==> src/rtl/tictactoe_pkg.sv <==
// Shared types and constants for the tic-tac-toe board controller.
// Squares are numbered 0..8 row-major; a board is a 9-bit occupancy vector.
package tictactoe_pkg;

  typedef enum logic [2:0] {
    IDLE,
    X_TURN,
    O_TURN,
    X_WIN,
    O_WIN,
    DRAW
  } state_t;

  localparam int NUM_SQ = 9;

  localparam logic [7:0][NUM_SQ-1:0] WIN_LINES = {
    9'h007, 9'h038, 9'h1C0,
    9'h049, 9'h092, 9'h124,
    9'h111, 9'h054
  };

  localparam logic [1:0] WINNER_NONE = 2'b00;
  localparam logic [1:0] WINNER_X    = 2'b01;
  localparam logic [1:0] WINNER_O    = 2'b10;

endpackage

==> src/rtl/tictactoe_board_ctrl_if.sv <==
// Move handshake between the players and the board controller: one-hot moves
// with a valid, and a per-player request telling whose turn it is.
interface tictactoe_board_ctrl_if;
  import tictactoe_pkg::*;

  logic [NUM_SQ-1:0] x_move;
  logic              x_valid;
  logic [NUM_SQ-1:0] o_move;
  logic              o_valid;
  logic              x_req;
  logic              o_req;

  modport master (output x_move, x_valid, o_move, o_valid, input x_req, o_req);
  modport slave  (input x_move, x_valid, o_move, o_valid, output x_req, o_req);

endinterface

==> src/rtl/tictactoe_board_ctrl_win_detect.sv <==
// Combinational: flags an occupancy vector that covers any complete line.
// Zero latency; no flow control.
module win_detect
  import tictactoe_pkg::*;
(
  input  logic [NUM_SQ-1:0] occ,
  output logic              win
);

  always_comb begin
    win = 1'b0;
    for (int i = 0; i < 8; i++) begin
      if ((occ & WIN_LINES[i]) == WIN_LINES[i]) win = 1'b1;
    end
  end

endmodule

==> src/rtl/tictactoe_board_ctrl.sv <==
// Board register, move validation, turn sequencing and win/draw detection.
// Moves land one cycle after the valid edge; a player waits on its req, and a bad move pulses illegal.
module tictactoe_board_ctrl
  import tictactoe_pkg::*;
#(
  parameter bit X_FIRST = 1'b1
) (
  input  logic                   clk,
  input  logic                   reset,
  input  logic                   start,
  tictactoe_board_ctrl_if.slave  mv,
  output logic [NUM_SQ-1:0]      xin,
  output logic [NUM_SQ-1:0]      oin,
  output logic [3:0]             move_count,
  output logic                   illegal,
  output logic [1:0]             winner,
  output logic                   game_over
);

  state_t            state, state_nxt;
  logic [NUM_SQ-1:0] xin_nxt, oin_nxt;
  logic [3:0]        count_nxt;
  logic [1:0]        winner_nxt;
  logic              illegal_nxt;

  logic [NUM_SQ-1:0] act_move;
  logic              act_vld;
  logic              onehot;
  logic              legal;
  logic [NUM_SQ-1:0] xin_mv, oin_mv;
  logic              x_win, o_win;

  // Only the player whose turn it is gets looked at; the other valid is dropped.
  assign act_move = (state == X_TURN) ? mv.x_move : mv.o_move;
  assign act_vld  = ((state == X_TURN) && mv.x_valid) || ((state == O_TURN) && mv.o_valid);
  assign onehot   = (act_move != '0) && ((act_move & (act_move - 9'd1)) == '0);
  assign legal    = onehot && ((act_move & (xin | oin)) == '0);
  assign xin_mv   = xin | act_move;
  assign oin_mv   = oin | act_move;

  win_detect u_x_win (.occ(xin_mv), .win(x_win));
  win_detect u_o_win (.occ(oin_mv), .win(o_win));

  always_comb begin
    state_nxt   = state;
    xin_nxt     = xin;
    oin_nxt     = oin;
    count_nxt   = move_count;
    winner_nxt  = winner;
    illegal_nxt = 1'b0;
    if (start) begin
      xin_nxt    = '0;
      oin_nxt    = '0;
      count_nxt  = 4'd0;
      winner_nxt = WINNER_NONE;
      state_nxt  = X_FIRST ? X_TURN : O_TURN;
    end else if (act_vld) begin
      if (legal) begin
        count_nxt = move_count + 4'd1;
        // A completed line beats a full board, so a 9th-move win is a win.
        if (state == X_TURN) begin
          xin_nxt = xin_mv;
          if (x_win) begin
            state_nxt  = X_WIN;
            winner_nxt = WINNER_X;
          end else if (move_count == 4'd8) begin
            state_nxt = DRAW;
          end else begin
            state_nxt = O_TURN;
          end
        end else begin
          oin_nxt = oin_mv;
          if (o_win) begin
            state_nxt  = O_WIN;
            winner_nxt = WINNER_O;
          end else if (move_count == 4'd8) begin
            state_nxt = DRAW;
          end else begin
            state_nxt = X_TURN;
          end
        end
      end else begin
        illegal_nxt = 1'b1;
      end
    end
  end

  always_ff @(posedge clk or posedge reset) begin
    if (reset) begin
      state      <= IDLE;
      xin        <= '0;
      oin        <= '0;
      move_count <= 4'd0;
      winner     <= WINNER_NONE;
      illegal    <= 1'b0;
    end else begin
      state      <= state_nxt;
      xin        <= xin_nxt;
      oin        <= oin_nxt;
      move_count <= count_nxt;
      winner     <= winner_nxt;
      illegal    <= illegal_nxt;
    end
  end

  assign mv.x_req  = (state == X_TURN);
  assign mv.o_req  = (state == O_TURN);
  assign game_over = (state == X_WIN) || (state == O_WIN) || (state == DRAW);

endmodule

==> src/flat_wrapper.sv <==
// flat-port wrapper written by rule: the top's interface ports become plain ports
module tictactoe_board_ctrl_flat import tictactoe_pkg::*;
#(
  parameter bit X_FIRST = 1'b1
)
  (clk, reset, start, xin, oin, move_count, illegal, winner, game_over, mv_x_move, mv_x_valid, mv_o_move, mv_o_valid, mv_x_req, mv_o_req);
  tictactoe_board_ctrl_if mv_i ();
  input  logic clk;
  input  logic reset;
  input  logic start;
  output logic [NUM_SQ-1:0] xin;
  output logic [NUM_SQ-1:0] oin;
  output logic [3:0] move_count;
  output logic illegal;
  output logic [1:0] winner;
  output logic game_over;
  input wire logic [$bits(mv_i.x_move)-1:0] mv_x_move;
  input wire logic [$bits(mv_i.x_valid)-1:0] mv_x_valid;
  input wire logic [$bits(mv_i.o_move)-1:0] mv_o_move;
  input wire logic [$bits(mv_i.o_valid)-1:0] mv_o_valid;
  output wire logic [$bits(mv_i.x_req)-1:0] mv_x_req;
  output wire logic [$bits(mv_i.o_req)-1:0] mv_o_req;
  assign mv_i.x_move = mv_x_move;
  assign mv_i.x_valid = mv_x_valid;
  assign mv_i.o_move = mv_o_move;
  assign mv_i.o_valid = mv_o_valid;
  assign mv_x_req = mv_i.x_req;
  assign mv_o_req = mv_i.o_req;
  tictactoe_board_ctrl #(.X_FIRST(X_FIRST)) u_core (.clk(clk), .reset(reset), .start(start), .mv(mv_i), .xin(xin), .oin(oin), .move_count(move_count), .illegal(illegal), .winner(winner), .game_over(game_over));
endmodule
==> config.mk <==
export PLATFORM = sky130hd
export DESIGN_NAME = tictactoe_board_ctrl_flat
export DESIGN_NICKNAME = d
export VERILOG_FILES = /design/src/rtl/tictactoe_pkg.sv /design/src/rtl/tictactoe_board_ctrl_if.sv /design/src/rtl/tictactoe_board_ctrl_win_detect.sv /design/src/rtl/tictactoe_board_ctrl.sv /design/src/flat_wrapper.sv
export SDC_FILE = /design/constraint.sdc
export NUM_CORES = 1
export LEC_CHECK = 0
export CAP_MARGIN = 10
export CORE_MARGIN = 2
export CORE_UTILIZATION = 54
export CTS_CLUSTER_SIZE = 30
export DETAILED_ROUTE_END_ITERATION = 16
export PLACE_DENSITY = 0.95
export SLEW_MARGIN = 20
export SYNTH_ARGS = -nofsm -noshare
export SYNTH_HDL_FRONTEND = slang
export SYNTH_HIERARCHICAL = 1
export SYNTH_SLANG_ARGS = --single-unit
==> constraint.sdc <==
create_clock -name clk -period 4.9 [get_ports clk]
set_input_delay 0.98 -clock clk [delete_from_list [all_inputs] [get_ports clk]]
set_output_delay 0.98 -clock clk [all_outputs]
set_load 0.01 [all_outputs]
==> out/qor.yml <==
run_status:
  status: "finished, final reports clean"
yosys:
  ys.flop_type: "dfrtp_1"
  avgSynthCellArea_um2: 8.55
  synth_cell_types: 51
  synthSimpleGateAreaFrac_pct: 30.4
  yosys-mux-area-fraction_pct: 1.95
  yosysSeqAreaShare_pct: 32.1
  ys_ff_latch: 28
  synth_area_um2: 2180
  synth_edf_count: 0
  synth_nets: 280
  yosys_warnings: 6
  synth_compound_area_share_pct: 25.6
  synth_top_family_by_area: "simple AND/OR/NAND/NOR gates"
  synthAdderAreaFrac_pct: 2.07
  synthArstFlopShare_pct: 100
  synth-xor-area-share_pct: 0
  syn_inst: 255
power_and_ir_drop:
  vdd_drop_max_mv: 0.152
  leakagePower_nw: 1.04
  seq_power_share_pct: 44.1
  p_clk_share_pct: 35.7
  p_per_area_nw_per_um2: 193
  p_comb_share_pct: 20.2
  power.internal_uw: 384
  p_sw_uw: 142
  p_sw_share_pct: 27.0
clock_network:
  ctsHoldBuffers: 0
  post_cts_resized: 0
  postCtsSetupBuffers: 0
  cts_buffers: 3
  insertion_delay_ps: 280
  htree_levels: 1
  cts.sinks: 28
  path_clk_slew_ps: 100
  cts_root_buf: "clkbuf_8"
  cts_tree: "done"
  cts.path.max_buffers: 2
setup_path:
  worstReg2RegEnd: "u_core/state[2]$_DFFE_PP0P_"
  worstSetupEndpointType: "flop"
  r2r-start: "u_core/state[0]$_DFFE_PP0P_"
  cp.arrival_ps: 3720
  path_class: "in -> reg"
  cp_common_cell: "a21oi_1"
  ff2ff_path_depth: 12
  path_buf_inv: 2
  crit_path_top_delay_cell: "or4_4"
  required_ps: 5090
  crit_fanout: 14
  start_kind: "input pin"
  reg2reg_slack_ps: 1370
  slowest_delay_ps: 600
  cp_cell_sequence: "clkdlybuf4s50_1, or4_4, o21ai_0, a21oi_1, o22ai_2, buf_4, nand4_1, a21oi_1"
  crit_family: "compound AO/OA/AOI/OAI gates"
cells_and_area:
  antenna_cells: 0
  drive_gt1_share_pct: 8.11
  syn_to_final_growth_pct: 25.4
  layout_common_cells: "clkdlybuf4s50_1 (49), dfrtp_1 (28), nor2_1 (23)"
  fin_nets: 322
  layout_commonest_cell: "clkdlybuf4s50_1"
sta:
  final_max_slew_viol_count: 0
  fin_setup_tns_ps: 0
  max_freq_ghz: 0.283
  slew_headroom_pct: 31.7
  rsz0062_at_grt: "no"
  finalWorstPathRequiredPeriod_ps: 3530
  layout_setup_ws_ps: 1370
  clock_skew_ps: 6.17
  finalSetupViolations: 0
  worst_slew_pin_slew_ps: 1020
  hold_violations: 0
  fin_crit_sh_pct: 72.1
detailed_routing:
  via_per_inst: 6.73
  drt_iter0_drc: 435
  route.detailed.drc: 0
  vias: 2330
  ant_nets: 0
  routedWlPerCell_um: 18.6
  wirelength_mm: 6.42
  drt_pass1_iterations: 5
global_routing:
  grt_max_degree: 32
  overflow: 0
  grt_pass1_wl_mm: 10.1
  grt_pass1_vias: 2054
  antenna_found_initial: 0
  grt_util_all_layers_pct: 29.2
placed_design:
  io_buffers: 50
  routabilityCongestion: 1.05
  hpwl_mm: 4.51
  pre_cts_ws_ps: 1170
die:
  die_h_um: 67.5
  io_pins: 51
  die_x_um: 67.5
  dieArea_um2: 4560
  rows: 23
  initial_core_util_pct: 55.3
  fp.coreArea_um2: 3940
hold_path:
  holdPathEnd: "u_core/xin[8]$_DFFE_PP0P_"
  hold_start: "u_core/xin[8]$_DFFE_PP0P_"
  hp-class: "reg -> reg"
  whs_path_depth: 2
flow_run:
  max_cap_violations: 0
[logic make-up (layout without fill, tap and decap cells)]
family | after synthesis | after routing
simple gates | 116 | 116
compound gates | 72 | 72
buf+inv | 31 | 72
flops | 28 | 28
fa+ha+maj | 4 | 4
mux | 4 | 4
[per-layer routing]
layer,track usage [%],vias to the layer above,wire [µm]
li1,-,1046,-
met3,3.50,20,707
met4,7.14,0,132
met2,47.2,177,2940
met5,0,-,0
met1,41.6,1087,2650
[power by group through the flow]
stage	Sequential, mW	Combinational [mW]	Clock [mW]
floorplan	0.237	0.0623	0
global placement	0.237	0.100	0
detailed placement	0.237	0.103	0
CTS	0.232	0.103	0.187
global route	0.233	0.114	0.199
finish	0.232	0.106	0.188
[sequential cells by signal, summed over array words and instances, names as in the netlist]
signal / flops
u_core/xin: 9
u_core/oin: 9
u_core/move_count: 4
u_core/illegal: 1
u_core/state: 3
u_core/winner: 2
[metrics by stage]
step	hold WS [ps]	util (%)	instances	power [mW]	instance area, µm²
2_1_floorplan	534	-	255	0.300	2180
3_3_place_gp	540	67.6	342	0.337	2670
3_5_place_dp	552	67.6	342	0.340	2670
4_1_cts	568	69.4	346	0.523	2740
5_1_grt	601	69.3	346	0.545	2730
6_report	575	69.3	346	0.527	2730
[area by class of cell]
cell class	count	area, µm²
sequential	28	701
clock inverter	1	30.0
tap	50	62.6
fill	314	1210
clock buffer	3	41.3
timing repair buffer	52	510
inverter	16	72.6
multi-input combinational	196	1320
[Yosys cell counts (all sizes together), types with 2 or more instances]
cell type | count | area share (%)
a22oi | 2 | 0.69
a2111oi | 2 | 0.92
and2 | 17 | 4.9
nor2b | 4 | 1.1
ha | 2 | 1.1
a21oi | 17 | 3.9
o31ai | 3 | 1.0
nor2 | 23 | 4.0
or4 | 5 | 1.9
maj3 | 2 | 0.92
clkbuf | 6 | 1.0
o221ai | 2 | 0.80
o2111ai | 2 | 0.80
mux2 | 2 | 1.0
nand3 | 12 | 2.8
nand2 | 9 | 1.5
nor3 | 2 | 0.46
mux2i | 2 | 0.92
nand4 | 16 | 5.3
nand2b | 3 | 0.86
a41oi | 11 | 6.5
dfrtp | 28 | 32
inv | 15 | 2.6
a211o | 2 | 0.80
a22o | 7 | 2.9
nor3b | 2 | 0.69
buf | 9 | 3.4
o21ai | 14 | 3.2
or3 | 18 | 5.2
o22ai | 2 | 0.57
[tightest hold or removal path, cell delays in order (launching register included)]
cell     delay [ps]
dfrtp_1         430
inv_1            60
a21oi_1          50
[how the worst max path moves through the flow]
stage	start	to	slack, ps	depth (start not counted)
floorplan	mv_o_move[3]	u_core/move_count[2]$_DFFE_PP0P_	2010	7
global placement	mv_x_move[2]	u_core/move_count[2]$_DFFE_PP0P_	1280	8
detailed placement	mv_o_move[2]	u_core/move_count[2]$_DFFE_PP0P_	1170	8
CTS	u_core/state[0]$_DFFE_PP0P_	u_core/state[2]$_DFFE_PP0P_	1380	12
global route	u_core/state[0]$_DFFE_PP0P_	u_core/state[2]$_DFFE_PP0P_	1170	12
finish	mv_x_move[2]	u_core/xin[1]$_DFFE_PP0P_	1370	8
No activity file was read; power rests on OpenSTA's default activity.
